File: config.mk
export PLATFORM = sky130hd
export DESIGN_NAME = board_line_scanner
export DESIGN_NICKNAME = d
export VERILOG_FILES = /design/src/rtl/board_line_scanner.sv
export SDC_FILE = /design/constraint.sdc
export NUM_CORES = 1
export LEC_CHECK = 0
export ABC_AREA = 1
export CAP_MARGIN = 30
export CORE_ASPECT_RATIO = 1.5
export CORE_UTILIZATION = 40
export DETAILED_ROUTE_END_ITERATION = 6
export HOLD_SLACK_MARGIN = 0.06
export MAX_ROUTING_LAYER = met4
export PLACE_DENSITY_LB_ADDON = 0.3
export SLEW_MARGIN = 25
export SYNTH_ARGS = -nofsm -noshare
export SYNTH_HDL_FRONTEND = slang
export SYNTH_SLANG_ARGS = --single-unit
File: constraint.sdc
create_clock -name clock -period 5.38 [get_ports clock]
set_input_delay 0.538 -clock clock [delete_from_list [all_inputs] [get_ports clock]]
set_output_delay 0.538 -clock clock [all_outputs]
set_load 0.05 [all_outputs]
File: src/rtl/board_line_scanner.sv
// Streams every win-capable line of a snapshotted game board as 2-bit pieces,
// one per clock, with a 00/line_end separator after each line.
module board_line_scanner #(
  parameter int ROWS    = 6,
  parameter int COLS    = 7,
  parameter int WIN_LEN = 4
) (
  input  logic                   clock,
  input  logic                   reset,
  input  logic [2*ROWS*COLS-1:0] board,
  input  logic                   start,
  output logic [1:0]             piece_out,
  output logic                   piece_valid,
  output logic                   line_end,
  output logic                   busy,
  output logic                   done
);

  localparam int NCELL = ROWS * COLS;
  localparam int BITS  = 2 * NCELL;
  localparam int MAXD  = (ROWS > COLS) ? ROWS : COLS;
  localparam int CW    = (MAXD > 1) ? $clog2(MAXD) : 1;
  localparam int BW    = $clog2(BITS);

  localparam logic [CW-1:0] ZERO        = '0;
  localparam logic [CW-1:0] ONE         = CW'(1);
  localparam logic [CW-1:0] R_LAST      = CW'(ROWS - 1);
  localparam logic [CW-1:0] C_LAST      = CW'(COLS - 1);
  localparam logic [CW-1:0] UP_R0       = CW'(ROWS - WIN_LEN);
  localparam logic [CW-1:0] DN_R0       = CW'(WIN_LEN - 1);
  localparam logic [CW-1:0] DIAG_C_LAST = CW'(COLS - WIN_LEN);

  localparam logic [2:0] ST_IDLE = 3'd0;
  localparam logic [2:0] ST_ROWS = 3'd1;
  localparam logic [2:0] ST_COLS = 3'd2;
  localparam logic [2:0] ST_DUP  = 3'd3;
  localparam logic [2:0] ST_DDN  = 3'd4;
  localparam logic [2:0] ST_FIN  = 3'd5;

  // state/position registers describe the cycle currently on the outputs
  logic [2:0]      state_reg, state_next;
  logic [CW-1:0]   r_reg, r_next;
  logic [CW-1:0]   c_reg, c_next;
  logic            sep_reg, sep_next;
  logic [CW-1:0]   ds_r_reg, ds_r_next;
  logic [CW-1:0]   ds_c_reg, ds_c_next;
  logic            accept;
  logic            scan_next;

  logic [BITS-1:0] clean_board;
  logic [BITS-1:0] snap_reg;
  logic [BITS-1:0] src_board;
  logic [BW-1:0]   bit_idx;
  logic [1:0]      piece_sel;

  logic [1:0]      piece_out_reg;
  logic            piece_valid_reg;
  logic            line_end_reg;
  logic            busy_reg;
  logic            done_reg;

  // illegal 11 cells are folded to empty before they ever reach the snapshot
  genvar gi;
  generate
    for (gi = 0; gi < NCELL; gi++) begin : g_clean
      assign clean_board[2*gi +: 2] =
        (board[2*gi +: 2] == 2'b11) ? 2'b00 : board[2*gi +: 2];
    end
  endgenerate

  always_comb begin
    state_next = state_reg;
    r_next     = r_reg;
    c_next     = c_reg;
    sep_next   = sep_reg;
    ds_r_next  = ds_r_reg;
    ds_c_next  = ds_c_reg;
    accept     = 1'b0;
    case (state_reg)
      ST_IDLE: begin
        if (start) begin
          accept     = 1'b1;
          state_next = ST_ROWS;
          r_next     = ZERO;
          c_next     = ZERO;
          sep_next   = 1'b0;
        end
      end
      ST_ROWS: begin
        if (sep_reg) begin
          sep_next = 1'b0;
          c_next   = ZERO;
          if (r_reg == R_LAST) begin
            state_next = ST_COLS;
            r_next     = ZERO;
          end else begin
            r_next = r_reg + ONE;
          end
        end else if (c_reg == C_LAST) begin
          sep_next = 1'b1;
        end else begin
          c_next = c_reg + ONE;
        end
      end
      ST_COLS: begin
        if (sep_reg) begin
          sep_next = 1'b0;
          r_next   = ZERO;
          if (c_reg == C_LAST) begin
            state_next = ST_DUP;
            r_next     = UP_R0;
            c_next     = ZERO;
            ds_r_next  = UP_R0;
            ds_c_next  = ZERO;
          end else begin
            c_next = c_reg + ONE;
          end
        end else if (r_reg == R_LAST) begin
          sep_next = 1'b1;
        end else begin
          r_next = r_reg + ONE;
        end
      end
      ST_DUP: begin
        if (sep_reg) begin
          sep_next = 1'b0;
          // start cells move down column 0, then right along row 0
          if (ds_c_reg == ZERO && ds_r_reg != ZERO) begin
            ds_r_next = ds_r_reg - ONE;
            r_next    = ds_r_reg - ONE;
            c_next    = ZERO;
          end else if (ds_c_reg != DIAG_C_LAST) begin
            ds_r_next = ZERO;
            ds_c_next = ds_c_reg + ONE;
            r_next    = ZERO;
            c_next    = ds_c_reg + ONE;
          end else begin
            state_next = ST_DDN;
            ds_r_next  = DN_R0;
            ds_c_next  = ZERO;
            r_next     = DN_R0;
            c_next     = ZERO;
          end
        end else if (r_reg == R_LAST || c_reg == C_LAST) begin
          sep_next = 1'b1;
        end else begin
          r_next = r_reg + ONE;
          c_next = c_reg + ONE;
        end
      end
      ST_DDN: begin
        if (sep_reg) begin
          sep_next = 1'b0;
          // start cells move up column 0, then right along the top row
          if (ds_c_reg == ZERO && ds_r_reg != R_LAST) begin
            ds_r_next = ds_r_reg + ONE;
            r_next    = ds_r_reg + ONE;
            c_next    = ZERO;
          end else if (ds_c_reg != DIAG_C_LAST) begin
            ds_r_next = R_LAST;
            ds_c_next = ds_c_reg + ONE;
            r_next    = R_LAST;
            c_next    = ds_c_reg + ONE;
          end else begin
            state_next = ST_FIN;
          end
        end else if (r_reg == ZERO || c_reg == C_LAST) begin
          sep_next = 1'b1;
        end else begin
          r_next = r_reg - ONE;
          c_next = c_reg + ONE;
        end
      end
      ST_FIN: begin
        state_next = ST_IDLE;
      end
      default: begin
        state_next = ST_IDLE;
      end
    endcase
  end

  assign scan_next = (state_next == ST_ROWS) || (state_next == ST_COLS) ||
                     (state_next == ST_DUP)  || (state_next == ST_DDN);

  // on the accepting edge the snapshot is not loaded yet, so read the live board
  assign src_board = accept ? clean_board : snap_reg;
  assign bit_idx   = BW'(2 * (int'(r_next) * COLS + int'(c_next)));
  assign piece_sel = src_board[bit_idx +: 2];

  always_ff @(posedge clock or posedge reset) begin
    if (reset) begin
      state_reg       <= ST_IDLE;
      r_reg           <= ZERO;
      c_reg           <= ZERO;
      sep_reg         <= 1'b0;
      ds_r_reg        <= ZERO;
      ds_c_reg        <= ZERO;
      snap_reg        <= '0;
      piece_out_reg   <= 2'b00;
      piece_valid_reg <= 1'b0;
      line_end_reg    <= 1'b0;
      busy_reg        <= 1'b0;
      done_reg        <= 1'b0;
    end else begin
      state_reg       <= state_next;
      r_reg           <= r_next;
      c_reg           <= c_next;
      sep_reg         <= sep_next;
      ds_r_reg        <= ds_r_next;
      ds_c_reg        <= ds_c_next;
      if (accept) begin
        snap_reg <= clean_board;
      end
      piece_out_reg   <= (scan_next && !sep_next) ? piece_sel : 2'b00;
      piece_valid_reg <= scan_next;
      line_end_reg    <= scan_next && sep_next;
      busy_reg        <= scan_next;
      done_reg        <= (state_next == ST_FIN);
    end
  end

  assign piece_out   = piece_out_reg;
  assign piece_valid = piece_valid_reg;
  assign line_end    = line_end_reg;
  assign busy        = busy_reg;
  assign done        = done_reg;

endmodule

==> run summary <==
The top fanout value on the critical path came out at 7. Entering global routing, the biggest net connects 73 pins. The first global-routing pass estimated 30900 um of wire. The sink count of the clock tree is 105.

In the synthesized netlist the dominant register cell turns out to be dfrtp_1. The finished cells cover 8180 um2. The area after detailed placement is 7850 um2. The share of cell area taken by muxes after synthesis came out at 0%. The static leakage power is 4.17 nW. The delay of the slowest critical-path stage came out at 0.71 ns. The global placement routability congestion came out at 1.02. On the critical path the largest part of the delay comes from adder cells. The root buffer cell chosen for the clock tree is clkbuf_16. The via total after detailed routing came out at 6367. The number of top-level design ports came out at 93. Summing the areas of all compound-gate instances in the mapped netlist gives 10.3% of the synthesized area. The pre-CTS setup slack is 0.484 ns. The number of hold violations in the final report is 0. After detailed routing, the number of remaining DRC violations is 0. The ratio of total power to cell area is 200 nW/um2. On the final layout, the worst clock skew is 0.00875 ns. Summed over all nets, the half-perimeter wirelength after detailed placement is 14200 um. The y dimension of the die came out at 161 um. At the end of the flow the core is filled with cells to 50.1%. The final antenna-violating net count came out at 0. TritonCTS built the clock tree. The number of optimization iterations in the first detailed-route pass is 5. The classification of the worst-slack hold path is reg -> reg.

Synthesis produced 950 cells. The post-synth net total is 1067. IR analysis of the VDD net gives a maximum drop of 0.122 mV. Among all stages on the critical path, the largest delay is contributed by fa_1. Dividing the detail-routed via count by the number of cells gives 5.11.

The number of antenna diodes in the final layout is 0. The distinct cell type count of the synthesized netlist is 44. Once the floorplan was initialized, standard cells occupied 41.3% of the core. The post-route worst setup slack came out at 0.467 ns.

The maximum buffer depth of the clock tree came out at 2. The cell area that synthesis handed to floorplanning was 6740 um2. Setup repair after global routing left no endpoint under its margin. The critical path is of the reg -> reg type. For this block, the routed nets add up to 19100 um of wire.

In this run the mean area of a mapped cell was 7.10 um2. At the pin with the least slew margin, the transition time is 0.769 ns. The shortest clock period the worst path allows after layout came out at 4.91 ns. The max-cap violation count is 0. Of the total synthesized cell area, the portion taken by AND, OR, NAND and NOR gates is 33.8%.

The area growth from synthesis to layout is 21.3%. The final net count came out at 1151. The number of synthesis warnings is 0. The number of synthesized register bits is 105. The overall die width is 108 um. The core region is 16300 um2. Derived from the worst setup path, the maximum achievable clock frequency is 204 MHz. The flow ran to the end, and the final reports show no timing, DRC or antenna violations. The post-route clock period utilization is 91.3%. The setup total negative slack came out at 0 ns. After floorplanning, the core was divided into 57 placement rows.

The synthesized design contains 0 enable-type register cells. The number of buffers and inverters on the critical path is 5. The final setup violation count is 0. The cell that appears most often on the critical path is nand2_1. The worst setup path is captured at a flip-flop. The library cells used most frequently in the layout, excluding fill and tap cells, are 314 x nand2_1, 116 x nand3_1, 111 x inv_1. The most common library cell in the layout ignoring fill and taps is nand2_1. The number of gates given a new drive strength after cts is 0. The number of buffers inserted during clock tree synthesis is 9.

The post-synthesis async set-or-reset flop share is 100%. The later pin in the worst-skew pair is clocked with a latency of 0.36 ns. The post-CTS clock slew at the launch and capture registers of the worst setup and hold paths is 0.08 ns. The overflow left after global routing came out at 0. The H-tree depth came out at 3. The global-route usage over all layers is 23.7%. The initial antenna violation count is 0. The worst slew margin relative to its limit is 48.8%. The die covers 17400 um2. The port buffer count came out at 92.

After synthesis, flip-flops and latches occupy 39.0% of the total area. After synthesis, the largest family of logic cells by area is simple AND/OR/NAND/NOR gates. The count of pins over their slew limit came out at 0. The arrival time at the worst endpoint came out at 5.20 ns.

The worst setup path is launched from a flip-flop. The synthesized netlist devotes 0.909% of its cell area to XOR and XNOR gates. The critical path data required time came out at 5.67 ns. The number of hold buffers added after cts came out at 0. The via count of the first global-routing pass is 6332. After Yosys synthesis, full adders, half adders and majority gates account for 6.01% of the synthesized area.

After detailed routing, the average wire length per cell comes to 15.4 um. The initial DRC count is 326. The number of buffers inserted by post-CTS setup repair is 0. The register with the most flip-flops in the layout has 84 of them. The post-route netlist has 5.20% of its cells at a drive strength greater than 1.
-- final cells by class --
class	instances	area [um2]
Fill cell	1642	8150
Multi-Input combinational cell	691	3450
Sequential cell	105	2630
Timing Repair Buffer	110	1070
Inverter	117	444
Tap cell	206	258
Clock buffer	9	225
Clock inverter	7	108
-- logic make-up (layout without fill, tap and decap cells) --
| kind of cell | after synthesis | after routing |
|---|---|---|
| buffers and inverters | 154 | 243 |
| adders and majority gates | 30 | 30 |
| and+or+nand+nor | 543 | 543 |
| xor gates and xnor gates | 7 | 7 |
| DFF | 105 | 105 |
| AOI/OAI and AO/OA | 111 | 111 |
-- worst min-delay path, cell delays in order, from the launching register on --
cell and delay, ns:
dfrtp_1 0.32, nand2_1 0.06, nand2_1 0.06
-- per-layer routing --
| layer | global-route usage (%) | share of wire (%) | vias to the layer above |
|---|---|---|---|
| li1 | - | - | 3196 |
| met1 | 26.3 | 40 | 2973 |
| met4 | 11.0 | 3.9 | 0 |
| met3 | 3.07 | 3.8 | 45 |
| met5 | - | 0 | - |
| met2 | 41.5 | 52 | 153 |
-- report_power, final --
group          switching [mW]  leakage (nW)  internal [mW]
Combinational          0.0482          2.68         0.0648
Clock                   0.353         0.161          0.383
Sequential                  0          1.33          0.788
Total                   0.402          4.17           1.24
-- metrics by stage --
step | power [mW] | cells | hold WS, ns
after floorplan | 0.837 | 950 | 0.443
after global placement | 0.917 | 1228 | 0.456
after detailed placement | 0.919 | 1229 | 0.462
after CTS | 1.65 | 1245 | 0.481
after global routing | 1.69 | 1245 | 0.496
final | 1.64 | 1245 | 0.477
-- final timing paths --
kind	startpoint	slack [ns]	endpoint	cells after the start
setup reg to reg	c_reg[0]	0.47	piece_out[0]	25
min in group asynchronous	reset	0.56	c_reg[0]	2
max in group asynchronous	reset	4.06	snap_reg[33]	3
hold reg to reg	snap_reg[40]	0.48	snap_reg[40]	2
setup / recovery	c_reg[0]	0.47	piece_out[0]	25
hold / removal	snap_reg[40]	0.48	snap_reg[40]	2
-- cell usage after synthesis (6+ instances only) --
| cell type | number | area (um2) |
|---|---|---|
| inv_1 | 112 | 420 |
| a21oi_1 | 23 | 115 |
| dfrtp_1 | 105 | 2630 |
| nor2_1 | 77 | 289 |
| buf_4 | 6 | 45.0 |
| buf_6 | 8 | 90.1 |
| o211ai_1 | 10 | 75.1 |
| nand3_1 | 116 | 581 |
| o21ai_0 | 38 | 190 |
| buf_2 | 8 | 40.0 |
| clkbuf_1 | 13 | 48.8 |
| ha_1 | 26 | 325 |
| nand2_1 | 314 | 1180 |
| and2_1 | 16 | 100 |
| nand4_1 | 9 | 56.3 |
| o21ai_1 | 13 | 65.1 |
(Power assumes the default switching activity.)
